==> config.mk <==
export PLATFORM = sky130hd
export DESIGN_NAME = vga_text_console_ctrl
export DESIGN_NICKNAME = d
export VERILOG_FILES = /design/src/rtl/vga_text_console_ctrl.sv
export SDC_FILE = /design/constraint.sdc
export NUM_CORES = 1
export LEC_CHECK = 0
export ABC_AREA = 1
export CAP_MARGIN = 20
export CORE_MARGIN = 5
export CORE_UTILIZATION = 25
export DETAILED_ROUTE_END_ITERATION = 12
export PLACE_DENSITY_LB_ADDON = 0.12
export SKIP_LAST_GASP = 1
export SYNTH_ARGS = -nofsm -noshare
export SYNTH_HDL_FRONTEND = slang
export SYNTH_SLANG_ARGS = --single-unit
==> constraint.sdc <==
create_clock -name clk -period 2.8 [get_ports clk]
set_input_delay 0.28 -clock clk [delete_from_list [all_inputs] [get_ports clk]]
set_output_delay 0.28 -clock clk [all_outputs]
set_load 0.02 [all_outputs]
==> src/rtl/vga_text_console_ctrl.sv <==
// Text console controller: arbitrates two character sources, writes printable
// glyphs into a character buffer, tracks the cursor and scrolls the screen.
module vga_text_console_ctrl #(
   parameter int COLS = 70,
   parameter int ROWS = 30
) (
   input  logic        clk,
   input  logic        reset,
   input  logic        req0_valid,
   input  logic [7:0]  req0_char,
   output logic        req0_ready,
   input  logic        req1_valid,
   input  logic [7:0]  req1_char,
   output logic        req1_ready,
   output logic [11:0] mem_addr,
   output logic        mem_we,
   output logic [7:0]  mem_wdata,
   input  logic [7:0]  mem_rdata,
   output logic [6:0]  cursor_x,
   output logic [4:0]  cursor_y,
   output logic        busy
);

   localparam logic [2:0] IDLE      = 3'd0;
   localparam logic [2:0] WRITE     = 3'd1;
   localparam logic [2:0] SCROLL_RD = 3'd2;
   localparam logic [2:0] SCROLL_WR = 3'd3;
   localparam logic [2:0] CLEAR     = 3'd4;

   localparam logic [6:0] LAST_COL = 7'(COLS - 1);
   localparam logic [4:0] LAST_ROW = 5'(ROWS - 1);

   logic [2:0] state;
   logic [6:0] cur_x;
   logic [4:0] cur_y;
   logic [6:0] scr_col;
   logic [4:0] scr_row;
   logic [7:0] wr_data;
   logic       wr_advance;
   logic       last_grant;
   logic       grant0;
   logic       grant1;
   logic       accept;
   logic [7:0] in_char;
   logic       printable;

   // last_grant names the requester served most recently; the other one wins a tie.
   always_comb begin
      grant0 = 1'b0;
      grant1 = 1'b0;
      if (state == IDLE) begin
         if (req0_valid && (!req1_valid || last_grant))
            grant0 = 1'b1;
         else if (req1_valid)
            grant1 = 1'b1;
      end
   end

   assign accept     = grant0 | grant1;
   assign in_char    = grant0 ? req0_char : req1_char;
   assign printable  = (in_char >= 8'h20) && (in_char <= 8'h7E);
   assign req0_ready = grant0;
   assign req1_ready = grant1;
   assign cursor_x   = cur_x;
   assign cursor_y   = cur_y;
   assign busy       = (state != IDLE);

   always_ff @(posedge clk or posedge reset) begin
      if (reset) begin
         state      <= IDLE;
         cur_x      <= '0;
         cur_y      <= '0;
         scr_col    <= '0;
         scr_row    <= '0;
         wr_data    <= '0;
         wr_advance <= 1'b0;
         last_grant <= 1'b1;
      end else begin
         case (state)
            IDLE: begin
               if (accept) begin
                  last_grant <= grant1;
                  if (printable) begin
                     wr_data    <= in_char;
                     wr_advance <= 1'b1;
                     state      <= WRITE;
                  end else if (in_char == 8'h0A) begin
                     cur_x <= '0;
                     if (cur_y < LAST_ROW) begin
                        cur_y <= cur_y + 5'd1;
                     end else begin
                        scr_row <= 5'd1;
                        scr_col <= '0;
                        state   <= SCROLL_RD;
                     end
                  end else if (in_char == 8'h0D) begin
                     cur_x <= '0;
                  end else if (in_char == 8'h08) begin
                     // Backspace moves first, then blanks the cell it landed on.
                     if (cur_x != 7'd0) begin
                        cur_x      <= cur_x - 7'd1;
                        wr_data    <= 8'h20;
                        wr_advance <= 1'b0;
                        state      <= WRITE;
                     end else if (cur_y != 5'd0) begin
                        cur_x      <= LAST_COL;
                        cur_y      <= cur_y - 5'd1;
                        wr_data    <= 8'h20;
                        wr_advance <= 1'b0;
                        state      <= WRITE;
                     end
                  end
               end
            end
            WRITE: begin
               if (!wr_advance) begin
                  state <= IDLE;
               end else if (cur_x == LAST_COL) begin
                  cur_x <= '0;
                  if (cur_y < LAST_ROW) begin
                     cur_y <= cur_y + 5'd1;
                     state <= IDLE;
                  end else begin
                     scr_row <= 5'd1;
                     scr_col <= '0;
                     state   <= SCROLL_RD;
                  end
               end else begin
                  cur_x <= cur_x + 7'd1;
                  state <= IDLE;
               end
            end
            SCROLL_RD: begin
               state <= SCROLL_WR;
            end
            SCROLL_WR: begin
               if (scr_col == LAST_COL) begin
                  scr_col <= '0;
                  if (scr_row == LAST_ROW) begin
                     state <= CLEAR;
                  end else begin
                     scr_row <= scr_row + 5'd1;
                     state   <= SCROLL_RD;
                  end
               end else begin
                  scr_col <= scr_col + 7'd1;
                  state   <= SCROLL_RD;
               end
            end
            CLEAR: begin
               if (scr_col == LAST_COL) begin
                  scr_col <= '0;
                  state   <= IDLE;
               end else begin
                  scr_col <= scr_col + 7'd1;
               end
            end
            default: state <= IDLE;
         endcase
      end
   end

   // The buffer read issued in SCROLL_RD returns its data during SCROLL_WR.
   always_comb begin
      mem_we    = 1'b0;
      mem_addr  = '0;
      mem_wdata = '0;
      case (state)
         WRITE: begin
            mem_we    = 1'b1;
            mem_addr  = {cur_y, cur_x};
            mem_wdata = wr_data;
         end
         SCROLL_RD: begin
            mem_addr  = {scr_row, scr_col};
         end
         SCROLL_WR: begin
            mem_we    = 1'b1;
            mem_addr  = {scr_row - 5'd1, scr_col};
            mem_wdata = mem_rdata;
         end
         CLEAR: begin
            mem_we    = 1'b1;
            mem_addr  = {LAST_ROW, scr_col};
            mem_wdata = 8'h20;
         end
         default: begin
            mem_we    = 1'b0;
         end
      endcase
   end

endmodule

==> results of run 1 <==
==> per-stage QoR <==
step / instance area, um^2 / power [mW] / setup WS (ps) / hold WS, ps
2_1_floorplan: 3220 / 2.62 / 648 / 457
3_3_place_gp: 4100 / 3.46 / 249 / 474
3_5_place_dp: 4100 / 3.46 / 205 / 479
4_1_cts: 4270 / 4.16 / 121 / 456
5_1_grt: 4280 / 4.49 / 17.1 / 503
6_report: 4280 / 4.11 / 164 / 428
==> cell families (layout without fill, tap and decap cells) <==
logic type,after synthesis,after routing,synth area share
xor+xnor,13,13,0.0353
compound gates,85,85,0.158
buf+inv,74,148,0.0932
flops,37,37,0.288
simple gates,258,258,0.383
fa+ha+maj,11,11,0.0427
==> cells in the final DEF, fill, tap and decap left out, types with 6 or more instances in the layout <==
master and instances:
buf_4 11, clkdlybuf4s50_1 62, o21ai_0 34, nand3_1 37, nand2_4 6, o21ai_1 13, dfrtp_1 36, ha_1 11
nand2_1 133, o22ai_1 6, nand2_2 14, inv_1 58, nor3_1 13, a21oi_1 16, nor2_1 31, xor2_1 9
==> how the worst max path moves through the flow <==
stage                    startpoint                       to  slack [ps]  depth (start not counted)
6_report       state[2]$_DFFE_PP0P_             mem_addr[10]         160                          9
5_1_grt        state[2]$_DFFE_PP0P_             mem_addr[10]          20                          9
4_1_cts        state[2]$_DFFE_PP0P_              mem_addr[1]         120                          8
3_5_place_dp             req0_valid  cursor_x[4]$_DFFE_PP0P_         200                         15
3_3_place_gp             req0_valid  cursor_x[5]$_DFFE_PP0P_         250                         15
2_1_floorplan  state[2]$_DFFE_PP0P_              mem_addr[0]         650                          7
==> area by class of cell <==
type,count,share of cell area
Clock inverter,3,0.0108
Timing Repair Buffer,74,0.167
Multi-Input combinational cell,367,0.467
Tap cell,172,0.0503
Clock buffer,5,0.0292
Sequential cell,37,0.217
Inverter,66,0.0591
==> registers in the layout (all words and copies together) (netlist names) <==
name / count
cursor_x: 7
cursor_y: 5
last_grant: 1
scr_col: 7
scr_row: 5
state: 3
wr_advance: 1
wr_data: 8
==> layer usage <==
layer | GRT usage | vias to the layer above | share of wire
li1 | - | 1696 | -
met2 | 0.225 | 50 | 0.47
met5 | 0 | - | 0
met3 | 0.0242 | 4 | 0.033
met1 | 0.193 | 1519 | 0.49
met4 | 0.0187 | 0 | 0.0048
==> power by group through the flow <==
stage | clock [mW] | combinational [mW] | sequential (mW)
2_1_floorplan | 0 | 1.61 | 1.01
3_3_place_gp | 0 | 2.46 | 0.997
3_5_place_dp | 0 | 2.46 | 0.994
4_1_cts | 0.696 | 2.48 | 0.986
5_1_grt | 0.720 | 2.75 | 1.03
6_report | 0.674 | 2.45 | 0.984
==> tightest hold or removal path, stage by stage <==
cell and delay (ps):
clkdlybuf4s50_1 400, inv_1 50, buf_4 430
==> reports/metrics.yaml, run 1 <==
run_status:
  status: "complete, no violations"
synth:
  synth_top_cell_area_share: 0.280
  synth_area_leaders: "dfrtp_1 (28%), nand2_1 (16%), inv_1 (6.8%)"
  async_flop_share: 1.00
  yosysMostFrequentCell: "nand2_1"
  synth_edf_count: 0
  synthCells: 478
  ys.flop_type: "dfrtp_1"
  ys_warn_count: 0
  synth_common_cells: "nand2_1 (134), inv_1 (58), nand3_1 (37)"
  syn_avg_cell_area_um2: 6.74
  yosysUniqueCellTypes: 41
  ys_seq_area_frac: 0.288
  netlist_area_um2: 3220
  syn_nets: 517
  ys_ff_latch: 37
  yosysTopAreaCell: "dfrtp_1"
clock_tree:
  clkTransAtPathRegs_ps: 70
  cts_buffers: 5
  cts.sinks: 37
  cts_hold_buf: 0
  clk_path_buf_depth: 2
  cts-root-buf: "clkbuf_16"
  post_cts_resized: 0
  postCtsSetupBuffers: 0
  cts_tree: "done"
  htree_levels: 2
  clk_latency_ps: 290
drt:
  ant_nets: 0
  vias: 3269
  drt_iter0_drc: 153
  routed_wl_um: 9900
  wl_per_cell_um: 13.7
  drc_errors: 0
  routed_via_density: 4.52
  firstDrtPassIters: 4
timing:
  setup_violations: 0
  slew_violations: 0
  period_needed_ps: 2640
  max_slew_margin: 0.602
  rsz0062_at_grt: "false"
  setup_tns_ps: 0
  fmax_ghz: 0.379
  tightest_slew_ps: 592
  hold_violations: 0
  fin_crit_sh: 0.941
  finClkSkew_ps: 7.87
worst_setup_path:
  rr_worst_depth: 16
  arrival_ps: 2360
  r2r_slack_ps: 320
  crit_type: "flop to output port"
  cp_max_fo: 8
  slowest_delay_ps: 650
  reg2reg_to: "cursor_x[5]$_DFFE_PP0P_"
  cp_slowest_cell: "clkdlybuf4s50_1"
  cp.required_ps: 2520
  crit_family: "buffers and inverters"
  critPathBufInv: 4
  reg2reg_from: "state[1]$_DFFE_PP0P_"
  crit_chain: "inv_2 > nand2_1 > nor2_1 > clkinv_1 > buf_4 > a21oi_1 > o21ai_0 > o211ai_1 > clkdlybuf4s50_1"
  worstSetupEndpointType: "output port"
  start_kind: "flop"
pwr:
  seqPwrFrac: 0.239
  leakage_nw: 2.04
  power.density_nw_per_um2: 960
  p_int_mw: 2.12
  combPwrFrac: 0.597
  clkPwrFrac: 0.164
  p_switching_mw: 1.99
  swShare: 0.485
  ir_worst_vdd_mv: 0.383
cells_and_area:
  nFillCells: 1404
  drive_gt1_frac: 0.125
  multi_input_area_um2: 2000
  antennaDiodeCount: 0
  instances_no_fill: 724
  post-route-util: 0.339
  register_area_um2: 927
  fin_nets: 590
  areaGrowthSynthToFinish_pct: 32.8
floorplanning:
  initial_core_util: 0.255
  die_area_um2: 15300
  die_w_um: 124
  placementRows: 41
  fp.dieH_um: 124
  pin_count: 64
  core_um2: 12600
global_routing:
  grt_util_all_layers: 0.137
  grt_pass1_vias: 3299
  grt_pass1_wl_um: 16700
  antenna_found_initial: 0
  grt_overflow: 0
  grt_max_degree: 38
place:
  dp_hpwl_um: 7910
  placedCellCount: 716
  routabilityCongestion: 0.852
  io_buffers: 63
min_path:
  min_path_type: "input pin to asynchronous set/reset pin"
flow_run:
  max_cap_viol_count: 0
(Power assumes the default switching activity.)
==> inputs of run 2 (changes only) <==
--- a/config.mk
+++ b/config.mk
@@ -11,6 +11,7 @@
 export CORE_UTILIZATION = 25
 export DETAILED_ROUTE_END_ITERATION = 12
 export PLACE_DENSITY_LB_ADDON = 0.12
+export SKIP_CTS_REPAIR_TIMING = 1
 export SKIP_LAST_GASP = 1
 export SYNTH_ARGS = -nofsm -noshare
 export SYNTH_HDL_FRONTEND = slang
==> constraint.sdc (replaced) <==
create_clock -name clk -period 2.1 [get_ports clk]
set_input_delay 0.21 -clock clk [delete_from_list [all_inputs] [get_ports clk]]
set_output_delay 0.21 -clock clk [all_outputs]
set_load 0.02 [all_outputs]
==> reports/metrics.yaml, run 2 (synthesis gave the netlist of run 1 again) <==
run_status:
  status: "finished, violations left"
  violations: "setup timing"
worst_setup_path:
  crit_type: "flop to flop"
  crit_family: "simple AND/OR/NAND/NOR gates"
  cp.required_ps: 2280  # -240 ps
  arrival_ps: 2480  # +120 ps
  start_kind: "flop"
  critPathBufInv: 3  # -1
  cp_max_fo: 6  # -2
  cp_slowest_cell: "dfstp_2"
  cpMostUsedCell: "nand2_4"
  crit_chain: "inv_2 > a21boi_4 > buf_4 > nand3b_1 > nand2_4 > nand2_4 > nor2_4 > nand2_4 > nand2_4 > buf_6 > nand2_4 > nor2_4 > nand2_4 > nand2_1 > o21ai_1"
  worstSetupEndpointType: "flop"
  slowest_delay_ps: 530  # -120 ps
global_routing:
  grt_util_all_layers: 0.145  # +0.00776
  grt_pass1_vias: 3526  # +6.9%
  grt_max_degree: 38  # unchanged
  grt_pass1_wl_um: 17500  # +4.5%
  antenna_found_initial: 0  # unchanged
  grt_overflow: 0  # unchanged
floorplanning:
  die_w_um: 124  # unchanged
  placementRows: 41  # unchanged
  pin_count: 64  # unchanged
  initial_core_util: 0.255  # unchanged
  fp.dieH_um: 124  # unchanged
  die_area_um2: 15300  # unchanged
  core_um2: 12600  # unchanged
pwr:
  p_int_mw: 3.26  # +54%
  combPwrFrac: 0.684  # +0.087
  p_switching_mw: 2.98  # +49%
  clkPwrFrac: 0.118  # -0.046
  ir_worst_vdd_mv: 0.470  # +23%
  swShare: 0.477  # -0.00805
  power.density_nw_per_um2: 1220  # +27%
  leakage_nw: 2.66  # +30%
  seqPwrFrac: 0.198  # -0.041
place:
  place_area_um2: 4580  # +12%
  io_buffers: 63  # unchanged
  routabilityCongestion: 0.842  # -1.3%
  dp_hpwl_um: 8600  # +8.7%
timing:
  rsz0062_at_grt: "true"
  finClkSkew_ps: 7.88  # +0.0139 ps
  hold_violations: 0  # unchanged
  fin_ws_ps: -203  # -367 ps
  tightest_slew_ps: 509  # -82.6 ps
  hold_ws_ps: 353  # -75.6 ps
  setup_violations: 35  # +35
  period_needed_ps: 2300
  max_slew_margin: 0.660  # +0.0587
  fin_crit_sh: 1.10
  slew_violations: 0  # unchanged
  fmax_ghz: 0.434
cells_and_area:
  drive_gt1_frac: 0.326  # +0.201
  top_register: "wr_data"
  fin_nets: 673  # +14%
  layout_common_cells: "nand2_1 (110), buf_4 (84), inv_1 (58)"
  layout_commonest_cell: "nand2_1"
  areaGrowthSynthToFinish_pct: 58.4
  antennaDiodeCount: 0  # unchanged
  nFillCells: 1369  # -2.5%
  register_area_um2: 927  # unchanged
  multi_input_area_um2: 2250  # +13%
  largest_reg_flops: 8  # unchanged
  fin_area_um2: 5100  # +19%
clock_tree:
  clk_path_buf_depth: 2  # unchanged
  clk_latency_ps: 290  # about the same
  cts_buffers: 5  # unchanged
  htree_levels: 2  # unchanged
  clkTransAtPathRegs_ps: 60  # about the same
  cts.sinks: 37  # unchanged
  cts-root-buf: "clkbuf_16"
  cts_tree: "done"
drt:
  firstDrtPassIters: 4  # unchanged
  drt_iter0_drc: 190  # +24%
  routed_via_density: 4.55  # +0.83%
  ant_nets: 0  # unchanged
  drc_errors: 0  # unchanged
  vias: 3674  # +12%
  routed_wl_um: 11000  # +11%
  wl_per_cell_um: 13.6  # -0.55%
min_path:
  min_path_type: "input pin to asynchronous set/reset pin"
flow_run:
  max_cap_viol_count: 0  # unchanged
run 2: worst paths after layout:
check,from,end,slack (ps),cells past startpoint
max,last_grant$_DFFE_PP1P_,scr_row[4]$_DFFE_PP0P_,-200,15
min,reset,scr_row[2]$_DFFE_PP0P_,350,3
max reg2reg,last_grant$_DFFE_PP1P_,scr_row[4]$_DFFE_PP0P_,-200,15
min reg2reg,wr_data[1]$_DFFE_PP0P_,wr_data[1]$_DFFE_PP0P_,490,2
max in group asynchronous,reset,last_grant$_DFFE_PP1P_,1360,3
min in group clk,wr_data[1]$_DFFE_PP0P_,wr_data[1]$_DFFE_PP0P_,490,2
run 2: power by group through the flow:
stage / clock network (mW) / logic, mW / registers, mW
floorplan: 0 / 2.15 / 1.34
global placement: 0 / 3.84 / 1.25
CTS: 0.764 / 3.87 / 1.24
finish: 0.737 / 4.27 / 1.24
global route: 0.788 / 4.73 / 1.29
detailed placement: 0 / 3.85 / 1.25
run 2: area by class of cell:
class / count / share of cell area
Clock inverter: 2 / 0.00196
Clock buffer: 6 / 0.0253
Sequential cell: 37 / 0.182
Tap cell: 172 / 0.0422
Inverter: 66 / 0.0495
Timing Repair Buffer: 156 / 0.258
Multi-Input combinational cell: 368 / 0.442
run 2: worst register-to-register path: cells and delay by family, from the launching register on:
family	cells	cell delay [ps]
compound gates	2	270
buf+inv	3	300
flops	1	530
simple gates	10	1100
run 2: stage by stage:
| stage | TNS, ps | std cells | total power [mW] | setup slack (ps) | utilization |
|---|---|---|---|---|---|
| after floorplan | 0 | 478 | 3.49 | 14.0 | - |
| after global placement | -7380 | 780 | 5.09 | -246 | 0.363 |
| after detailed placement | -8510 | 780 | 5.10 | -286 | 0.363 |
| after CTS | -8230 | 788 | 5.88 | -409 | 0.374 |
| after global routing | -7430 | 807 | 6.80 | -286 | 0.404 |
| final | -2640 | 807 | 6.24 | -203 | 0.404 |
run 2: metal layers:
metal / vias up / track usage / wire (um)
li1: 1867 / - / -
met1: 1722 / 0.196 / 4990
met2: 78 / 0.240 / 5380
met3: 7 / 0.0229 / 459
met4: 0 / 0.0374 / 141
met5: - / 0 / 0
==> inputs of run 3 (changes only) <==
--- a/config.mk
+++ b/config.mk
@@ -6,7 +6,6 @@
 export NUM_CORES = 1
 export LEC_CHECK = 0
 export ABC_AREA = 1
-export CAP_MARGIN = 20
 export CORE_MARGIN = 5
 export CORE_UTILIZATION = 25
 export DETAILED_ROUTE_END_ITERATION = 12
==> results of run 3 <==
The final DEF is identical to that of run 2; final timing and power are the same.
